**src/rtl/mips_control_pc_sequencer.sv**
```systemverilog
// Fetch PC register and decode-stage control-flow resolution for a MIPS-style pipeline.
// Supports architectural delay slot (redirect after slot fetch) or immediate redirect with flush.
module mips_control_pc_sequencer #(
  parameter int unsigned WIDTH        = 32,
  parameter logic [31:0] RESET_VECTOR = 32'h0040_0000,
  parameter bit          DELAY_SLOT   = 1'b1
) (
  input  logic             clock,
  input  logic             reset,
  input  logic             stall,
  input  logic             fetch_ready,
  input  logic             valid_i,
  input  logic [1:0]       action,
  input  logic [2:0]       condition,
  input  logic [WIDTH-1:0] pc_decode,
  input  logic [WIDTH-1:0] rs_value,
  input  logic [WIDTH-1:0] rt_value,
  input  logic [15:0]      imm16,
  input  logic [25:0]      target26,
  output logic [WIDTH-1:0] pc,
  output logic             fetch_valid,
  output logic             flush,
  output logic             taken,
  output logic [WIDTH-1:0] link_addr,
  output logic             redirect_pend,
  output logic             misalign_fault,
  output logic             slot_violation
);

  localparam logic ST_RUN       = 1'b0;
  localparam logic ST_WAIT_SLOT = 1'b1;

  localparam logic [1:0] ACT_INC    = 2'd0;
  localparam logic [1:0] ACT_JUMP   = 2'd1;
  localparam logic [1:0] ACT_JUMPR  = 2'd2;
  localparam logic [1:0] ACT_BRANCH = 2'd3;

  localparam logic [2:0] CND_EQ = 3'd1;
  localparam logic [2:0] CND_NE = 3'd2;
  localparam logic [2:0] CND_LT = 3'd3;
  localparam logic [2:0] CND_LE = 3'd4;
  localparam logic [2:0] CND_GT = 3'd5;
  localparam logic [2:0] CND_GE = 3'd6;

  localparam logic [WIDTH-1:0] RESET_PC  = WIDTH'(RESET_VECTOR);
  localparam logic [WIDTH-1:0] STEP4     = WIDTH'(4);
  localparam logic [WIDTH-1:0] LINK_OFS  = DELAY_SLOT ? WIDTH'(8) : WIDTH'(4);
  // Jump keeps the region above bit 27; empty mask when WIDTH == 28.
  localparam logic [WIDTH-1:0] JREG_MASK = {WIDTH{1'b1}} << 28;

  logic [WIDTH-1:0] pc_q, pc_d;
  logic [WIDTH-1:0] tgt_q, tgt_d;
  logic             state_q, state_d;
  logic             fetch_valid_q;
  logic             flush_q, flush_d;
  logic             taken_q, taken_d;
  logic             misalign_q, misalign_d;
  logic             slot_viol_q, slot_viol_d;

  logic             fire, accept, go, cond_true, rs_neg, rs_zero;
  logic [WIDTH-1:0] pc_plus4, dec_plus4, branch_tgt, jump_tgt, jumpr_tgt, target;

  always_comb begin
    fire      = fetch_valid_q & fetch_ready & ~stall;
    accept    = valid_i & ~stall;
    rs_neg    = rs_value[WIDTH-1];
    rs_zero   = (rs_value == '0);
    cond_true = 1'b0;
    case (condition)
      CND_EQ:  cond_true = (rs_value == rt_value);
      CND_NE:  cond_true = (rs_value != rt_value);
      CND_LT:  cond_true = rs_neg;
      CND_LE:  cond_true = rs_neg | rs_zero;
      CND_GT:  cond_true = ~rs_neg & ~rs_zero;
      CND_GE:  cond_true = ~rs_neg;
      default: cond_true = 1'b0;
    endcase

    pc_plus4   = pc_q + STEP4;
    dec_plus4  = pc_decode + STEP4;
    branch_tgt = dec_plus4 + ({{(WIDTH-16){imm16[15]}}, imm16} << 2);
    jump_tgt   = (dec_plus4 & JREG_MASK) | WIDTH'({target26, 2'b00});
    jumpr_tgt  = rs_value & ~WIDTH'(3);

    case (action)
      ACT_JUMP:  target = jump_tgt;
      ACT_JUMPR: target = jumpr_tgt;
      default:   target = branch_tgt;
    endcase

    go = accept & ((action == ACT_JUMP) | (action == ACT_JUMPR) |
                   ((action == ACT_BRANCH) & cond_true));
  end

  always_comb begin
    pc_d        = pc_q;
    tgt_d       = tgt_q;
    state_d     = state_q;
    flush_d     = 1'b0;
    taken_d     = 1'b0;
    slot_viol_d = 1'b0;
    misalign_d  = accept & (action == ACT_JUMPR) & (rs_value[1:0] != 2'b00);

    if (!DELAY_SLOT) begin
      if (go) begin
        pc_d    = target;
        flush_d = 1'b1;
        taken_d = 1'b1;
      end else if (fire) begin
        pc_d = pc_plus4;
      end
    end else begin
      case (state_q)
        ST_RUN: begin
          if (go) begin
            taken_d = 1'b1;
            if (fire) begin
              pc_d = target;
            end else begin
              tgt_d   = target;
              state_d = ST_WAIT_SLOT;
            end
          end else if (fire) begin
            pc_d = pc_plus4;
          end
        end
        default: begin
          // A second redirect while one is pending is dropped; the latched target stays.
          slot_viol_d = go;
          if (fire) begin
            pc_d    = tgt_q;
            state_d = ST_RUN;
          end
        end
      endcase
    end
  end

  always_ff @(posedge clock) begin
    if (reset) begin
      pc_q          <= RESET_PC;
      tgt_q         <= '0;
      state_q       <= ST_RUN;
      fetch_valid_q <= 1'b0;
      flush_q       <= 1'b0;
      taken_q       <= 1'b0;
      misalign_q    <= 1'b0;
      slot_viol_q   <= 1'b0;
    end else begin
      pc_q          <= pc_d;
      tgt_q         <= tgt_d;
      state_q       <= state_d;
      fetch_valid_q <= 1'b1;
      flush_q       <= flush_d;
      taken_q       <= taken_d;
      misalign_q    <= misalign_d;
      slot_viol_q   <= slot_viol_d;
    end
  end

  assign pc             = pc_q;
  assign fetch_valid    = fetch_valid_q;
  assign flush          = flush_q;
  assign taken          = taken_q;
  assign link_addr      = pc_decode + LINK_OFS;
  assign redirect_pend  = (state_q == ST_WAIT_SLOT);
  assign misalign_fault = misalign_q;
  assign slot_violation = slot_viol_q;

endmodule
```
**config.mk**
```make
export PLATFORM = sky130hd
export DESIGN_NAME = mips_control_pc_sequencer
export DESIGN_NICKNAME = d
export VERILOG_FILES = /design/src/rtl/mips_control_pc_sequencer.sv
export SDC_FILE = /design/constraint.sdc
export NUM_CORES = 1
export LEC_CHECK = 0
export CAP_MARGIN = 20
export CELL_PAD_IN_SITES_DETAIL_PLACEMENT = 0
export CELL_PAD_IN_SITES_GLOBAL_PLACEMENT = 1
export CORE_MARGIN = 4
export CORE_UTILIZATION = 35
export DETAILED_ROUTE_END_ITERATION = 8
export PLACE_DENSITY_LB_ADDON = 0.12
export SETUP_SLACK_MARGIN = 0.15
export SLEW_MARGIN = 25
export SYNTH_ARGS = -nofsm -noshare
export SYNTH_HDL_FRONTEND = slang
export SYNTH_SLANG_ARGS = --single-unit
export TNS_END_PERCENT = 5
```
**constraint.sdc**
```tcl
create_clock -name clock -period 5.8 [get_ports clock]
set_clock_uncertainty 0.15 [all_clocks]
set_input_delay 1.16 -clock clock [delete_from_list [all_inputs] [get_ports clock]]
set_output_delay 1.16 -clock clock [all_outputs]
set_load 0.02 [all_outputs]
```
# Word-level counts from Yosys, hierarchy flattened
# Cells that the tools add are included.
# word_totals
wordCells	56
ff_bits	69
inputBits	148
# classes
reduce_logical	5
bitwise	17
add_sub_neg	4
muxes	12
eq_ne	11
# op_table
op	n
$mux W32	5
$add A32 B3 Y32 const B	2
$pmux W32 S2	1
$add A32 B32 Y32	1
$add A32 B4 Y32 const B	1
$eq A32 B32 Y1	1
$logic_not A32 Y1	1
$ne A32 B32 Y1	1
$or A32 B28 Y32	1
$eq A3 B3 Y1 const B	3
$and A1 B1 Y1	8
$eq A3 B2 Y1 const B	2
$pmux W1 S6	1
$mux W1	5
$not A1 Y1	5
$eq A2 B2 Y1 const B	2
$reduce_or A2 Y1	2
$eq A3 B1 Y1 const B	1
$or A1 B1 Y1	3
$reduce_and A3 Y1	1
$eq A2 B1 Y1 const B	1
$reduce_bool A2 Y1	1

# Logic depth before layout (Yosys ltp)
# depth
ltp_word	9
ltp_mapped	18

# Worst setup path after synthesis
# Ideal clock, no wire load.
# synth_timing
kind	input -> register
start	in pc_decode[12]
end	reg pc_q[31], in the netlist pc[31]
cell_stages	15
t_arrival_ns	4.341
setup_slack_ns	1.169
path_buffers	1
cell_sequence	buf_2 -> nand4_2 -> nor4_4 -> nand2_1 -> nor2_1 -> xor2_1 -> ha_1 -> a21oi_1 -> o21ai_0 -> nor4_1 -> a22oi_1 -> o311a_1 -> or3_1 -> a31oi_1 -> a32oi_1
# synth_between
elab_chain_cells	6
word_cells_on_any_way	7
cone_classes	add/sub: 2; mux: 4; bitwise: 1
# synth_rtl
item	line_no	text
start: declaration	15	input logic [WIDTH-1:0] pc_decode,
$add A32 B3 Y32 (*)	80	dec_plus4 = pc_decode + STEP4;
$add A32 B32 Y32 or $or A32 B28 Y32 (tied branches)	81, 82	
$pmux W32 S2 (*)	85	case (action)
$mux W32 (*)	117	if (fire) begin
$mux W32 (*)	115	if (go) begin
$mux W32 (*)	113	case (state_q)
end signal: assignment	150	pc_q <= pc_d;
end: declaration	51	logic [WIDTH-1:0] pc_q, pc_d;
# Every way passes the cells marked *; elsewhere a longest branch is shown, timed or not. The select of a mux whose other input is x is not followed.
# A chain may end at the register's enable or synchronous reset.

# Worst setup path after layout
# layout_timing
start	in pc_decode[3]
end	reg pc_q[26], in the netlist pc[26]
# layout_between
elab_chain_cells	6
# layout_rtl
item	line_no	text
$add A32 B3 Y32	80	
$add A32 B32 Y32	81	branch_tgt = dec_plus4 + ({{(WIDTH-16){imm16[15]}}, imm16} << 2);
$pmux W32 S2	85	
$mux W32	117	
$mux W32	115	
$mux W32	113	
# Every way passes these cells. The select of a mux whose other input is x is not followed.

==> flow_metrics.py <==
metrics = {
    "clock_network": {
        "clockBufferDepth": 2,
        "cts_tree": "done",
        "cts_hold_buf": 0,
        "cts.sinks": 69,
        "clock-root-buffer": "clkbuf_16",
        "cts_made_buffers": 9,
        "clk_latency_ns": 0.34,
        "clk_pin_slew_ns": 0.06,
        "h-tree-depth": 3,
        "cts_setup_buffers": 0,
        "cts_resized": 0,
    },
    "yosys": {
        "yosys-top-cells-area": "dfxtp_1, xor2_1, xnor2_1",
        "yosys_warnings": 0,
        "seq_area_frac_synth_pct": 18.2,
        "ys_ff_latch": 69,
        "avgSynthCellArea_um2": 7.43,
        "synth_nets": 1203,
        "synth_top_area_cell": "dfxtp_1",
        "yosysUniqueCellTypes": 83,
        "async_flop_share_pct": 0,
        "synth_edf_count": 0,
        "synth_ff_type": "dfxtp_1",
        "syn_inst": 1019,
        "yosysTopAreaCellShare_pct": 18.2,
        "syn_area_um2": 7570,
    },
    "worst_setup_path": {
        "cp.arrival_ns": 5.27,
        "slowest_stage": "clkdlybuf4s50_1",
        "worstPathRequired_ns": 5.85,
        "cp_common_cell": "nor2_1",
        "startpoint_type": "input port",
        "r2r_start": "pc[2]",
        "reg2reg_slack_ns": 2.88,
        "crit_path_max_fanout": 9,
        "reg2reg_depth": 8,
        "r2r_end": "pc[31]",
        "cp-end-kind": "flip-flop",
        "critPathBufInv": 1,
        "path_cells": "clkdlybuf4s50_1, ha_1, nand4_1, nor2_1, nand3_1, nor2_1, nand2_1, nor2_1, xnor2_1, ha_1, a21o_1, a311oi_1, nand3_1, a211o_1, a31oi_1, mux2_2, a21oi_1",
        "worst-setup-path-type": "in2reg",
        "critical-path-top-delay-family": "compound AO/OA/AOI/OAI gates",
        "cpPeakStageDelay_ns": 0.55,
    },
    "global_routing": {
        "grt_max_degree": 62,
        "grt_pass1_wl_mm": 47.6,
        "grt_use_total_pct": 24.9,
        "antenna_found_initial": 0,
        "grt_pass1_vias": 8430,
        "overflow": 0,
    },
    "final_layout": {
        "drive_above_1_share_pct": 5.56,
        "area_growth_pct": 35.9,
        "nNetsFinal": 1384,
        "seq_area_um2": 1380,
        "n_antenna_cell": 0,
        "multi_input_area_um2": 5810,
        "nFillCells": 2177,
    },
    "timing": {
        "layout_setup_ws_ns": 0.579,
        "setup_viol": 0,
        "fin_crit_sh_pct": 90.0,
        "slew_violations": 0,
        "final_hold_viol_count": 0,
        "fin_crit_ns": 5.22,
        "rsz0062_at_grt": "false",
        "worst_slew_pin_slew_ns": 0.879,
        "relSlewSlack_pct": 41.2,
        "fin_setup_tns_ns": 0,
        "fmax_ghz": 0.192,
    },
    "floorplanning": {
        "dieHeight_um": 155,
        "coreArea_um2": 21200,
        "die_w_um": 155,
        "initial_core_util_pct": 35.8,
        "pin_count": 218,
        "die_area_um2": 24000,
        "rows": 53,
    },
    "route": {
        "drtIter0Drc": 676,
        "postRouteAntennaNets": 0,
        "drc": 0,
        "wl_per_cell_um": 20.7,
        "routed_via_density": 5.72,
        "vias": 8472,
        "drtPass1Iterations": 5,
        "drt-total-wl_mm": 30.6,
    },
    "placed_design": {
        "portBuffers": 216,
        "globalplace.congestion": 0.907,
        "pre_cts_slack_ns": 0.245,
        "place_hpwl_mm": 24.2,
    },
    "run": {
        "cap_violations": 0,
    },
    "hold_path": {
        "hold_path.class": "reg2reg",
        "hold_start": "tgt_q[15]",
        "hold_depth": 2,
        "hold_path_end": "tgt_q[15]",
    },
    "power_and_ir_drop": {
        "ir_drop_mv": 0.135,
        "power.density_nw_per_um2": 182,
        "p_leak_nw": 3.88,
    },
    "run_status": {
        "status": "complete, no violations",
    },
}
-- registers in the layout (all words and copies together), names as in the netlist --
signal / flops
pc: 32
redirect_pend: 1
misalign_fault: 1
slot_violation: 1
tgt_q: 32
taken: 1
fetch_valid: 1
-- synthesized netlist by cell type, types with 14 or more instances --
| cell type | n |
|---|---|
| a21o_1 | 15 |
| a211oi_1 | 14 |
| and3_1 | 16 |
| ha_1 | 35 |
| xnor2_1 | 57 |
| mux2i_1 | 32 |
| o211ai_1 | 22 |
| a21oi_1 | 63 |
| nor2_1 | 91 |
| a221oi_1 | 18 |
| inv_1 | 18 |
| xor2_1 | 63 |
| a31oi_1 | 14 |
| nor4_1 | 22 |
| dfxtp_1 | 69 |
| nand2_1 | 85 |
| nand3_1 | 51 |
| o21ai_0 | 44 |
| nand4_1 | 26 |
| nor3_1 | 22 |
| nand2b_1 | 18 |
| clkbuf_1 | 48 |
-- routing by layer --
layer | vias to the layer above | GRT usage (%) | part of all wire, %
met1 | 3993 | 32.2 | 44
met2 | 278 | 42.6 | 48
met3 | 42 | 3.84 | 5.5
met4 | 0 | 7.78 | 2.9
li1 | 4159 | - | -
met5 | - | 0 | 0
-- worst reg2reg max path: stages (launching register included) --
cell and delay [ns]:
dfxtp_1 0.43, and4_1 0.34, nand3_1 0.17, nor3_2 0.56, nand4_1 0.16, nor2_1 0.31, nor4bb_1 0.36, o22ai_1 0.14
a32oi_1 0.22
-- layout make-up --
class | instances | share of cell area [%]
multi-input combinational | 860 | 56.4
clock inverter | 7 | 1.11
timing repair buffer | 241 | 22.8
sequential | 69 | 13.4
clock buffer | 9 | 2.19
tap | 275 | 3.34
inverter | 19 | 0.693
-- cells in the final DEF (no fill, tap or decap), drive strengths merged, types with 5 or more instances in the layout --
cell type,count
and2,6
or2,5
nand4,28
mux2i,32
clkdlybuf4s50,215
nor4,24
xnor2,57
nor3,23
a31oi,14
nand3,52
a22oi,10
a21oi,64
and4,7
o311ai,13
and3,16
inv,18
o21ai,53
or3,13
xor2,63
nor2,91
ha,35
clkbuf,9
dfxtp,69
a221o,7
a21o,15
buf,26
clkinv,5
a221oi,18
a211oi,15
o21a,12
nand2b,18
o211ai,23
nand2,86
-- power by group --
group / internal, mW / switching, mW / total (mW)
clock network: 0.418 / 0.220 / 0.638
logic: 0.309 / 0.415 / 0.724
registers: 0.493 / 0.0180 / 0.511
total: 1.22 / 0.653 / 1.87
-- worst max path at each step --
stage / startpoint / endpoint / slack, ns / depth (start not counted)
3_5_place_dp: pc_decode[3] / pc[31] / 0.24 / 18
4_1_cts: pc_decode[3] / pc[31] / 0.60 / 18
6_report: pc_decode[3] / pc[26] / 0.58 / 17
2_1_floorplan: pc_decode[12] / pc[31] / 1.17 / 15
3_3_place_gp: pc_decode[3] / pc[26] / 0.33 / 17
5_1_grt: pc_decode[3] / pc[24] / 0.16 / 17
-- per-stage QoR --
stage	utilization [%]	hold slack, ns	total power, mW	instance area (µm²)	cells
final	48.6	0.306	1.87	10300	1480
after detailed placement	47.0	0.298	1.24	9950	1464
after floorplan	-	0.283	0.924	7570	1019
after global placement	47.0	0.296	1.24	9950	1464
after global routing	48.6	0.338	1.96	10300	1480
after CTS	48.6	0.306	1.88	10300	1480
-- logic make-up after synthesis --
kind of cell,synth area share (%)
xor+xnor,13.9
buf+inv,5.22
compound gates,26.3
simple gates,25.7
flops,18.2
fa+ha+maj,6.05
mux,4.53
other cells,0.0495
Note: power is estimated with default switching activity, not from simulation.
